### src/rtl/div_tick_scheduler_if.sv
// Control, config handshake and status bundle for div_tick_scheduler.
// sq_out exists only when SQUARE_OUT_EN is defined.
interface div_tick_scheduler_if #(
  parameter int unsigned CW = 8
);
  logic          start;
  logic          stop;
  logic          cfg_valid;
  logic [CW-1:0] cfg_div;
  logic          cfg_ready;
  logic          tick;
  logic          busy;
  logic [CW-1:0] phase;
  logic          err;
`ifdef SQUARE_OUT_EN
  logic          sq_out;

  modport master (
    output start, stop, cfg_valid, cfg_div,
    input  cfg_ready, tick, busy, phase, err, sq_out
  );
  modport slave (
    input  start, stop, cfg_valid, cfg_div,
    output cfg_ready, tick, busy, phase, err, sq_out
  );
`else
  modport master (
    output start, stop, cfg_valid, cfg_div,
    input  cfg_ready, tick, busy, phase, err
  );
  modport slave (
    input  start, stop, cfg_valid, cfg_div,
    output cfg_ready, tick, busy, phase, err
  );
`endif
endinterface

### src/rtl/div_tick_scheduler.sv
// Run-time programmable divide-by-N tick sequencer with deferred divisor update.
// Define SQUARE_OUT_EN to add the registered near-50% duty output sq_out.
module div_tick_scheduler #(
  parameter int unsigned CW          = 8,
  parameter int unsigned DEFAULT_DIV = 3
) (
  input logic                clk,
  input logic                reset,
  div_tick_scheduler_if.slave bus
);

  localparam logic [CW-1:0] DefDiv = CW'(DEFAULT_DIV);

  typedef enum logic [1:0] {StIdle, StRun, StPend} state_e;

  state_e        state_q, state_d;
  logic [CW-1:0] phase_q, phase_d;
  logic [CW-1:0] active_div_q, active_div_d;
  logic [CW-1:0] pend_div_q, pend_div_d;
  logic          err_q, err_d;

  logic xfer;
  logic legal;
  logic accept;
  logic wrap;

  assign xfer   = bus.cfg_valid && (state_q != StPend);
  assign legal  = (bus.cfg_div >= CW'(2));
  assign accept = xfer && legal;
  assign wrap   = (phase_q == (active_div_q - CW'(1)));

  always_comb begin
    state_d      = state_q;
    phase_d      = phase_q;
    active_div_d = active_div_q;
    pend_div_d   = pend_div_q;
    err_d        = xfer && !legal;
    unique case (state_q)
      StIdle: begin
        phase_d = '0;
        if (accept) begin
          active_div_d = bus.cfg_div;
        end
        if (bus.start && !bus.stop) begin
          state_d = StRun;
        end
      end
      StRun: begin
        if (bus.stop) begin
          // Stop beats wrap and config, but a legal divisor still lands.
          state_d = StIdle;
          phase_d = '0;
          if (accept) begin
            active_div_d = bus.cfg_div;
          end
        end else begin
          phase_d = wrap ? '0 : phase_q + CW'(1);
          if (accept) begin
            pend_div_d = bus.cfg_div;
            state_d    = StPend;
          end
        end
      end
      StPend: begin
        if (bus.stop) begin
          state_d      = StIdle;
          phase_d      = '0;
          active_div_d = pend_div_q;
        end else if (wrap) begin
          state_d      = StRun;
          phase_d      = '0;
          active_div_d = pend_div_q;
        end else begin
          phase_d = phase_q + CW'(1);
        end
      end
      default: begin
        state_d = StIdle;
        phase_d = '0;
      end
    endcase
  end

  always_ff @(posedge clk or negedge reset) begin
    if (!reset) begin
      state_q      <= StIdle;
      phase_q      <= '0;
      active_div_q <= DefDiv;
      pend_div_q   <= '0;
      err_q        <= 1'b0;
    end else begin
      state_q      <= state_d;
      phase_q      <= phase_d;
      active_div_q <= active_div_d;
      pend_div_q   <= pend_div_d;
      err_q        <= err_d;
    end
  end

  assign bus.tick      = (state_q != StIdle) && (phase_q == '0);
  assign bus.busy      = (state_q != StIdle);
  assign bus.cfg_ready = (state_q != StPend);
  assign bus.phase     = phase_q;
  assign bus.err       = err_q;

`ifdef SQUARE_OUT_EN
  logic          sq_q, sq_d;
  logic [CW:0]   half_d;

  // Computed from next state so the register lines up with tick/phase.
  always_comb begin
    half_d = ({1'b0, active_div_d} + (CW+1)'(1)) >> 1;
    sq_d   = (state_d != StIdle) && ({1'b0, phase_d} < half_d);
  end

  always_ff @(posedge clk or negedge reset) begin
    if (!reset) begin
      sq_q <= 1'b0;
    end else begin
      sq_q <= sq_d;
    end
  end

  assign bus.sq_out = sq_q;
`endif

endmodule

### src/flat_wrapper.sv
// flat-port wrapper written by rule: the top's interface ports become plain ports
module div_tick_scheduler_flat 
#(
  parameter int unsigned CW          = 8,
  parameter int unsigned DEFAULT_DIV = 3
)
  (clk, reset, bus_start, bus_stop, bus_cfg_valid, bus_cfg_div, bus_cfg_ready, bus_tick, bus_busy, bus_phase, bus_err);
  div_tick_scheduler_if #(.CW(CW)) bus_i ();
  input logic clk;
  input logic reset;
  input wire logic [$bits(bus_i.start)-1:0] bus_start;
  input wire logic [$bits(bus_i.stop)-1:0] bus_stop;
  input wire logic [$bits(bus_i.cfg_valid)-1:0] bus_cfg_valid;
  input wire logic [$bits(bus_i.cfg_div)-1:0] bus_cfg_div;
  output wire logic [$bits(bus_i.cfg_ready)-1:0] bus_cfg_ready;
  output wire logic [$bits(bus_i.tick)-1:0] bus_tick;
  output wire logic [$bits(bus_i.busy)-1:0] bus_busy;
  output wire logic [$bits(bus_i.phase)-1:0] bus_phase;
  output wire logic [$bits(bus_i.err)-1:0] bus_err;
  assign bus_i.start = bus_start;
  assign bus_i.stop = bus_stop;
  assign bus_i.cfg_valid = bus_cfg_valid;
  assign bus_i.cfg_div = bus_cfg_div;
  assign bus_cfg_ready = bus_i.cfg_ready;
  assign bus_tick = bus_i.tick;
  assign bus_busy = bus_i.busy;
  assign bus_phase = bus_i.phase;
  assign bus_err = bus_i.err;
  div_tick_scheduler #(.CW(CW), .DEFAULT_DIV(DEFAULT_DIV)) u_core (.clk(clk), .reset(reset), .bus(bus_i));
endmodule
### config.mk
export PLATFORM = sky130hd
export DESIGN_NAME = div_tick_scheduler_flat
export DESIGN_NICKNAME = d
export VERILOG_FILES = /design/src/rtl/div_tick_scheduler_if.sv /design/src/rtl/div_tick_scheduler.sv /design/src/flat_wrapper.sv
export SDC_FILE = /design/constraint.sdc
export NUM_CORES = 1
export LEC_CHECK = 0
export ABC_AREA = 1
export CAP_MARGIN = 20
export CORE_MARGIN = 8
export CORE_UTILIZATION = 40
export DETAILED_ROUTE_END_ITERATION = 16
export PLACE_DENSITY_LB_ADDON = 0.05
export SYNTH_ARGS = -nofsm -noshare
export SYNTH_HDL_FRONTEND = slang
export SYNTH_SLANG_ARGS = --single-unit
### constraint.sdc
create_clock -name clk -period 2.7 [get_ports clk]
set_clock_uncertainty 0.2 [all_clocks]
set_input_delay 0.54 -clock clk [delete_from_list [all_inputs] [get_ports clk]]
set_output_delay 0.54 -clock clk [all_outputs]
set_load 0.02 [all_outputs]
# Yosys cells after proc, flatten, opt, wreduce, memory -nomap -nowiden
# Index checks and enable logic that the tools add are counted.
[op_classes]
addsub = 2
magnitude_cmp = 1
n_eq_ne = 8
mux = 14
bitwise = 1
n_reduce_logical = 15
[op_table]
columns = ["cell", "n"]
rows = [
  ["$mux W8", 7],
  ["$pmux W8 S3", 1],
  ["$mux W2", 5],
  ["$reduce_and A3 Y1", 3],
  ["$add A8 B1 Y8 const B", 1],
  ["$eq A8 B8 Y1", 1],
  ["$ge A8 B2 Y1 const B", 1],
  ["$logic_not A8 Y1", 1],
  ["$sub A8 B1 Y8 const B", 1],
  ["$ne A3 B2 Y1 const B", 2],
  ["$pmux W2 S3", 1],
  ["$logic_and A1 B1 Y1", 5],
  ["$ne A2 B2 Y1 const B", 2],
  ["$reduce_bool A3 Y1", 1],
  ["$eq A2 B1 Y1 const B", 1],
  ["$eq A2 B2 Y1 const B", 1],
  ["$logic_not A1 Y1", 2],
  ["$logic_not A2 Y1", 1],
  ["$ne A2 B1 Y1 const B", 1],
  ["$reduce_bool A2 Y1", 1],
  ["$reduce_or A2 Y1", 1],
  ["$not A1 Y1", 1],
]
[totals]
regBits = 27
in_bits = 13
output_inout_bits = 12
wordCells = 46

# Longest topological paths before layout
# Gate-level depths: netlist (run 1).
[depth]
depth_word = 6
mapped_depth = 14
ltp_nobuf = 14

# Worst setup path before layout (run 1)
# Ideal clock, no wire load.
[synth_timing]
kind = "reg-to-output"
start = "register u_core.state_q[1]"
end = "output bus_tick"
arrival_time_ns = 1.599
t_required_ns = 1.960
slack_ns = 0.361
stages_incl_launch_ff = 6
path_buffers = 0
path_cell_list = "dfrtp_1 -> inv_1 -> ha_1 -> inv_1 -> nand2_1 -> nor4_1"
[synth_via]
elab_chain_len = 2
[synth_rtl]
columns = ["item", "line_no", "source"]
rows = [
  ["from (decl)", "div_tick_scheduler.sv:16", "state_e state_q, state_d;"],
  ["from (signal assigned)", "div_tick_scheduler.sv:86", "state_q <= StIdle;"],
  ["from (signal assigned)", "div_tick_scheduler.sv:92", "state_q <= state_d;"],
  ["$reduce_bool A2 Y1", "-", ""],
  ["named net bus_busy", "flat_wrapper.sv:17", "output wire logic [$bits(bus_i.busy)-1:0] bus_busy;"],
  ["$logic_and A1 B1 Y1", "div_tick_scheduler.sv:100", "assign bus.tick = (state_q != StIdle) && (phase_q == '0);"],
  ["to (decl)", "flat_wrapper.sv:16", "output wire logic [$bits(bus_i.tick)-1:0] bus_tick;"],
]
# The timed path passes the listed nets, and every way through them passes these cells.

# Final worst setup path (run 1)
[layout_timing]
start = "register u_core.state_q[0]"
end = "output bus_cfg_ready"
[layout_via]
elab_chain_len = 1
[layout_rtl]
columns = ["item", "line_no", "source"]
rows = [
  ["$ne A2 B2 Y1", "div_tick_scheduler.sv:102", "assign bus.cfg_ready = (state_q != StPend);"],
  ["to (decl)", "flat_wrapper.sv:15", "output wire logic [$bits(bus_i.cfg_ready)-1:0] bus_cfg_ready;"],
]
# No other way between the ends.

==> results of run 1 <==
==> kinds of logic (layout without fill, tap and decap cells) <==
kind of cell | after synthesis | in the layout
xor+xnor | 13 | 13
buf+inv | 35 | 61
compound gates | 25 | 25
simple gates | 131 | 131
fa+ha+maj | 7 | 7
flops | 27 | 27
==> power breakdown <==
part | internal [mW] | leakage [nW] | switching, mW | total [mW]
registers | 0.559 | 0.344 | 0.140 | 0.698
logic | 0.414 | 0.628 | 0.648 | 1.06
clock network | 0.106 | 0.0228 | 0.125 | 0.230
==> metrics by stage <==
step	area, sq um	power [mW]	cells	hold WS [ns]	utilization [%]
after floorplan	1750	1.50	238	0.0444	-
after global placement	2040	1.78	312	0.282	47.4
after detailed placement	2040	1.79	312	0.280	47.4
after CTS	2080	2.02	316	0.301	48.4
after global routing	2080	2.22	316	0.313	48.4
final	2080	1.99	316	0.294	48.4
==> area by class of cell <==
class | instances | area (sq um) | share of cell area [%]
sequential | 27 | 678 | 32.6
inverter | 31 | 116 | 5.60
multi-input combinational | 176 | 921 | 44.3
timing repair buffer | 26 | 254 | 12.2
tap | 52 | 65.1 | 3.13
clock buffer | 4 | 45.0 | 2.17
==> routing by layer <==
layer | part of all wire, % | GRT usage [%] | vias to the layer above | routed length, microns
li1 | - | - | 799 | -
met1 | 47 | 14.7 | 669 | 1830
met2 | 49 | 22.7 | 17 | 1920
met3 | 3.3 | 2.16 | 4 | 130
met4 | 0.99 | 4.21 | 0 | 39
met5 | 0 | 0 | - | 0
==> path summary, 6_finish.rpt <==
kind,depth (start not counted),slack [ns],to
hold reg to reg,2,0.29,u_core.pend_div_q[7]
max in group asynchronous,2,1.55,u_core.active_div_q[0]
setup reg to reg,10,0.36,u_core.bus.phase[5]
hold / removal,2,0.29,u_core.pend_div_q[7]
setup / recovery,4,0.19,bus_cfg_ready
min in group asynchronous,2,0.44,u_core.active_div_q[4]
==> worst max-delay path: cells and delay by family (launching register included) <==
family,cells,cell delay (ns)
fa+ha+maj,1,0.29
buf+inv,3,0.81
flops,1,0.40
==> flip-flops by register name, indices dropped and copies added (netlist names) <==
register and count:
u_core.bus.phase 8, u_core.pend_div_q 8, u_core.active_div_q 8, u_core.state_q 2
u_core.bus.err 1
==> Yosys cell counts, drive strengths merged <==
| master | n |
|---|---|
| nand2 | 74 |
| inv | 30 |
| nor2 | 28 |
| dfrtp | 25 |
| o21ai | 21 |
| nand3 | 20 |
| ha | 7 |
| xor2 | 7 |
| xnor2 | 6 |
| nor3 | 5 |
| a21oi | 4 |
| buf | 3 |
| dfstp | 2 |
| nand4 | 2 |
| and3 | 1 |
| clkbuf | 1 |
| clkinv | 1 |
| nor4 | 1 |
==> timing repair <==
action | 4_1_cts | 5_1_grt
setup endpoints to repair | 1 | 0
resized for setup | 1 | 0
setup buffers | 0 | 0
endpoints found under the hold margin | 0 | 0
==> flow_metrics.tcl, run 1 <==
set metrics [dict create \
    place_ws_ns 0.247 \
    drv_slew 0 \
    power_density_mw_per_mm2 957 \
    wl_per_cell_microns 12.4 \
    cts_sinks 27 \
    areaGrowthSynthToFinish_pct 18.5 \
    synth_compound_area_share_pct 7.77 \
    finalHoldViolCount 0 \
    clockBufferDepth 2 \
    route.detailed.drc 0 \
    gp_congestion 0.790 \
    slowest_stage "clkdlybuf4s50_1" \
    worst_path_largest_cell_delay_ns 0.61 \
    grtUsageTotal_pct 12.6 \
    peakVddDrop_mv 0.334 \
    tightestPinTransition_ns 0.376 \
    grt_pass1_vias 1490 \
    yosys.area_share.xor_xnor_pct 6.49 \
    rows 24 \
    cp-end-kind "primary output" \
    syn-cell-area_sq_mm 0.00175 \
    startpoint "u_core.state_q[0]" \
    synth_top_family_by_area "simple AND/OR/NAND/NOR gates" \
    r2r-start "u_core.active_div_q[0]" \
    n_antenna_cell 0 \
    firstDrtPassIters 4 \
    syn_nets 258 \
    finalSetupTns_ns 0 \
    synth-seq-area-share_pct 38.7 \
    synth.distinct_cells 27 \
    ys_top_cells_by_area "dfrtp_1 (36%), nand2_1 (14%), inv_1 (6.0%)" \
    fp.dieH_microns 82.2 \
    crit_required_ns 1.96 \
    max_slew_margin_pct 74.7 \
    worstHoldStart "u_core.pend_div_q[7]" \
    status "complete, no violations" \
    layout_setup_ws_ns 0.186 \
    synth.area.mux_share_pct 0 \
    htree_levels 1 \
    cts_made_buffers 3 \
    netlist.area_leader.share_pct 35.7 \
    io-pin-count 25 \
    fp.dieW_microns 82.2 \
    drt-vias-per-instance 4.71 \
    io_buffers 24 \
    synthSimpleGateAreaFrac_pct 33.2 \
    fp.dieArea_sq_mm 0.00676 \
    antenna_found_initial 0 \
    ant_nets 0 \
    mostFrequentLayoutCell "nand2_1" \
    nets 285 \
    totalWireLength_microns 3920 \
    critical_path_class "reg2out" \
    fillers 445 \
    final-setup-viol-count 0 \
    cp_common_cell "inv_1" \
    drt_iter0_markers 79 \
    synth-adder-area-share_pct 4.99 \
    rsz0062_at_grt "no" \
    start_kind "flop" \
    cts_tree "done" \
    leakage_nw 0.995 \
    clock_latency_ns 0.27 \
    cap_violations 0 \
    critPathArrivalTime_ns 1.77 \
    holdBufCountCts 0 \
    grt_max_degree 28 \
    cts_root_buf "clkbuf_8" \
    min_period_ns 2.51 \
    mostFrequentLayoutCells "nand2_1 (67), inv_1 (28), dfrtp_1 (25)" \
    fmax_mhz 398 \
    post-route-period-util_pct 93.1 \
    drive_above_1_share_pct 9.09 \
    synth_seq_cells 27 \
    avgSynthCellArea_sq_um 7.37 \
    synth_top_area_cell "dfrtp_1" \
    start_util_pct 40.9 \
    via_count 1489 \
    worstPathCellList "inv_1 -> ha_1 -> inv_1 -> clkdlybuf4s50_1" \
    ys.warnings.count 0 \
    dpl.hpwl_microns 3140 \
    syn_inst 238 \
    grt_pass1_wl_microns 6690 \
    hold_path_class "reg2reg" \
    clk_pin_slew_worst_paths_ns 0.09 \
    coreArea_sq_mm 0.00429 \
    overflow 0 \
    cp_max_fo 9 \
]
(Power assumes the default switching activity.)
==> inputs of run 2 (changes only) <==
--- a/config.mk
+++ b/config.mk
@@ -11,6 +11,7 @@
 export CORE_UTILIZATION = 40
 export DETAILED_ROUTE_END_ITERATION = 16
 export PLACE_DENSITY_LB_ADDON = 0.05
+export SETUP_SLACK_MARGIN = 0.3
 export SYNTH_ARGS = -nofsm -noshare
 export SYNTH_HDL_FRONTEND = slang
 export SYNTH_SLANG_ARGS = --single-unit
==> run 2 against run 1 <==
First-iteration DRC count is 14% lower. Clock power hardly changed. Routed wire length is 2.3% higher. Cell count is 0.63% higher. Worst hold slack hardly changed. Die area stayed put. Non-clock buffer count is 1 higher. Via count is 0.40% higher. Largest cell class unchanged. Largest power group unchanged.
==> flow_metrics.tcl, run 2 (same netlist as run 1, synthesis figures left out) <==
set metrics [dict create \
    layout_setup_ws_ns 0.419 \
    finalSetupTns_ns 0 \
    rows 24 \
    drt_iter0_markers 68 \
    grt_max_degree 28 \
    cts_sinks 27 \
    peakVddDrop_mv 0.339 \
    drive_above_1_share_pct 12.0 \
    min_period_ns 2.28 \
    max_slew_margin_pct 73.9 \
    post-route-period-util_pct 84.5 \
    gp_congestion 0.790 \
    areaGrowthSynthToFinish_pct 20.0 \
    crit_buf_inv 3 \
    drt-vias-per-instance 4.70 \
    status "complete, no violations" \
    start_kind "flop" \
    design_power_total_mw 2.02 \
    io-pin-count 25 \
    clock_latency_ns 0.27 \
    cap_violations 0 \
    design_area_sq_mm 0.00211 \
    rrSetupSlack_ns 0.47 \
    firstDrtPassIters 4 \
    placed_cell_area_sq_mm 0.00204 \
    fp.dieArea_sq_mm 0.00676 \
    totalWireLength_microns 4010 \
    cts_root_buf "clkbuf_8" \
    grt_pass1_wl_microns 6690 \
    io_buffers 24 \
    htree_levels 1 \
    place_ws_ns 0.247 \
    cp_max_fo 4 \
    cp_common_cell "inv_1" \
    mostFrequentLayoutCells "nand2_1 (66), inv_1 (26), dfrtp_1 (25)" \
    fp.dieW_microns 82.2 \
    critical_path_class "reg2out" \
    worst_path_largest_cell_delay_ns 0.39 \
    tightestPinTransition_ns 0.387 \
    antenna_found_initial 0 \
    power_density_mw_per_mm2 961 \
    mostFrequentLayoutCell "nand2_1" \
    critPathArrivalTime_ns 1.54 \
    cts_tree "done" \
    leakage_nw 1.00 \
    grt_pass1_vias 1490 \
    overflow 0 \
    start_util_pct 40.9 \
    drv_slew 0 \
    dpl.hpwl_microns 3140 \
    route.detailed.drc 0 \
    final-setup-viol-count 0 \
    slowest_stage "dfrtp_1" \
    coreArea_sq_mm 0.00429 \
    path_delay_family "flip-flops" \
    wl_per_cell_microns 12.6 \
    cts_made_buffers 3 \
    nets 287 \
    fp.dieH_microns 82.2 \
    finalHoldViolCount 0 \
    ant_nets 0 \
    grtUsageTotal_pct 12.6 \
    n_antenna_cell 0 \
    hold_path_class "reg2reg" \
    worstPathCellList "inv_1 -> ha_1 -> inv_1 -> nand2_1 -> nor4_2 -> buf_4" \
    clk_pin_slew_worst_paths_ns 0.09 \
    clockBufferDepth 2 \
    crit_required_ns 1.96 \
    rsz0062_at_grt "yes" \
    fmax_mhz 438 \
    cp-end-kind "primary output" \
    holdBufCountCts 0 \
    via_count 1495 \
]
==> run 2: changes by cell type in the layout (fill, tap and decap cells not counted) <==
| cell | change |
|---|---|
| inv_1 | -2 |
| dlygate4sd2_1 | +1 |
| inv_2 | +2 |
| nor4_1 | -1 |
| nand2_4 | +1 |
| buf_4 | +2 |
| ha_1 | -1 |
| ha_2 | +1 |
| clkdlybuf4s50_1 | -2 |
| nor4_2 | +1 |
| nand2_1 | -1 |
| nand2_2 | +1 |
==> run 2: layout make-up <==
class	count	area, sq um
clock buffer	4	45.0
fill	441	2190
inverter	31	116
multi-input combinational	177	943
sequential	27	678
tap	52	65.1
timing repair buffer	27	258
==> run 2: path summary, 6_finish.rpt <==
kind / cells after the start / startpoint / end
setup reg to reg: 10 / u_core.active_div_q[0] / u_core.bus.phase[5]
max in group asynchronous: 2 / reset / u_core.active_div_q[0]
hold / removal: 2 / u_core.pend_div_q[7] / u_core.pend_div_q[7]
min in group asynchronous: 2 / reset / u_core.active_div_q[3]
hold reg to reg: 2 / u_core.pend_div_q[7] / u_core.pend_div_q[7]
setup / recovery: 6 / u_core.state_q[1] / bus_tick
==> run 2: power breakdown <==
part	switching [mW]	internal (mW)	leakage, nW
sequential	0.141	0.559	0.344
clock	0.124	0.106	0.0228
combinational	0.663	0.429	0.633
total	0.929	1.09	1.00
==> run 2: per-layer routing <==
layer,up-vias,track usage [%],share of wire [%]
met5,-,0,0
met2,23,22.7,49
met1,663,14.7,46
met3,6,2.16,3.7
met4,0,4.21,1.2
li1,803,-,-
==> run 2: timing repair <==
action                                  CTS  global route
endpoints found under the setup margin    3            18
buffers inserted                          0             1
resized for setup                         3            11
gates cloned                              0             1
endpoints found under the hold margin     0             0
==> run 2: per-stage QoR <==
step | utilization [%] | instances | hold WS [ns]
after floorplan | - | 238 | 0.0444
after global placement | 47.4 | 312 | 0.282
after detailed placement | 47.4 | 312 | 0.280
after CTS | 48.4 | 316 | 0.301
after global routing | 49.0 | 318 | 0.313
final | 49.0 | 318 | 0.293
==> run 2: worst reg2reg max path, stage by stage, from the launching register on <==
cell,delay (ns)
dfstp_2,0.59
inv_2,0.08
ha_2,0.33
xor2_1,0.14
o21ai_0,0.18
a21oi_1,0.16
nand3_1,0.08
nor2_1,0.09
nand2_1,0.09
nand2_2,0.14
nor2_1,0.06
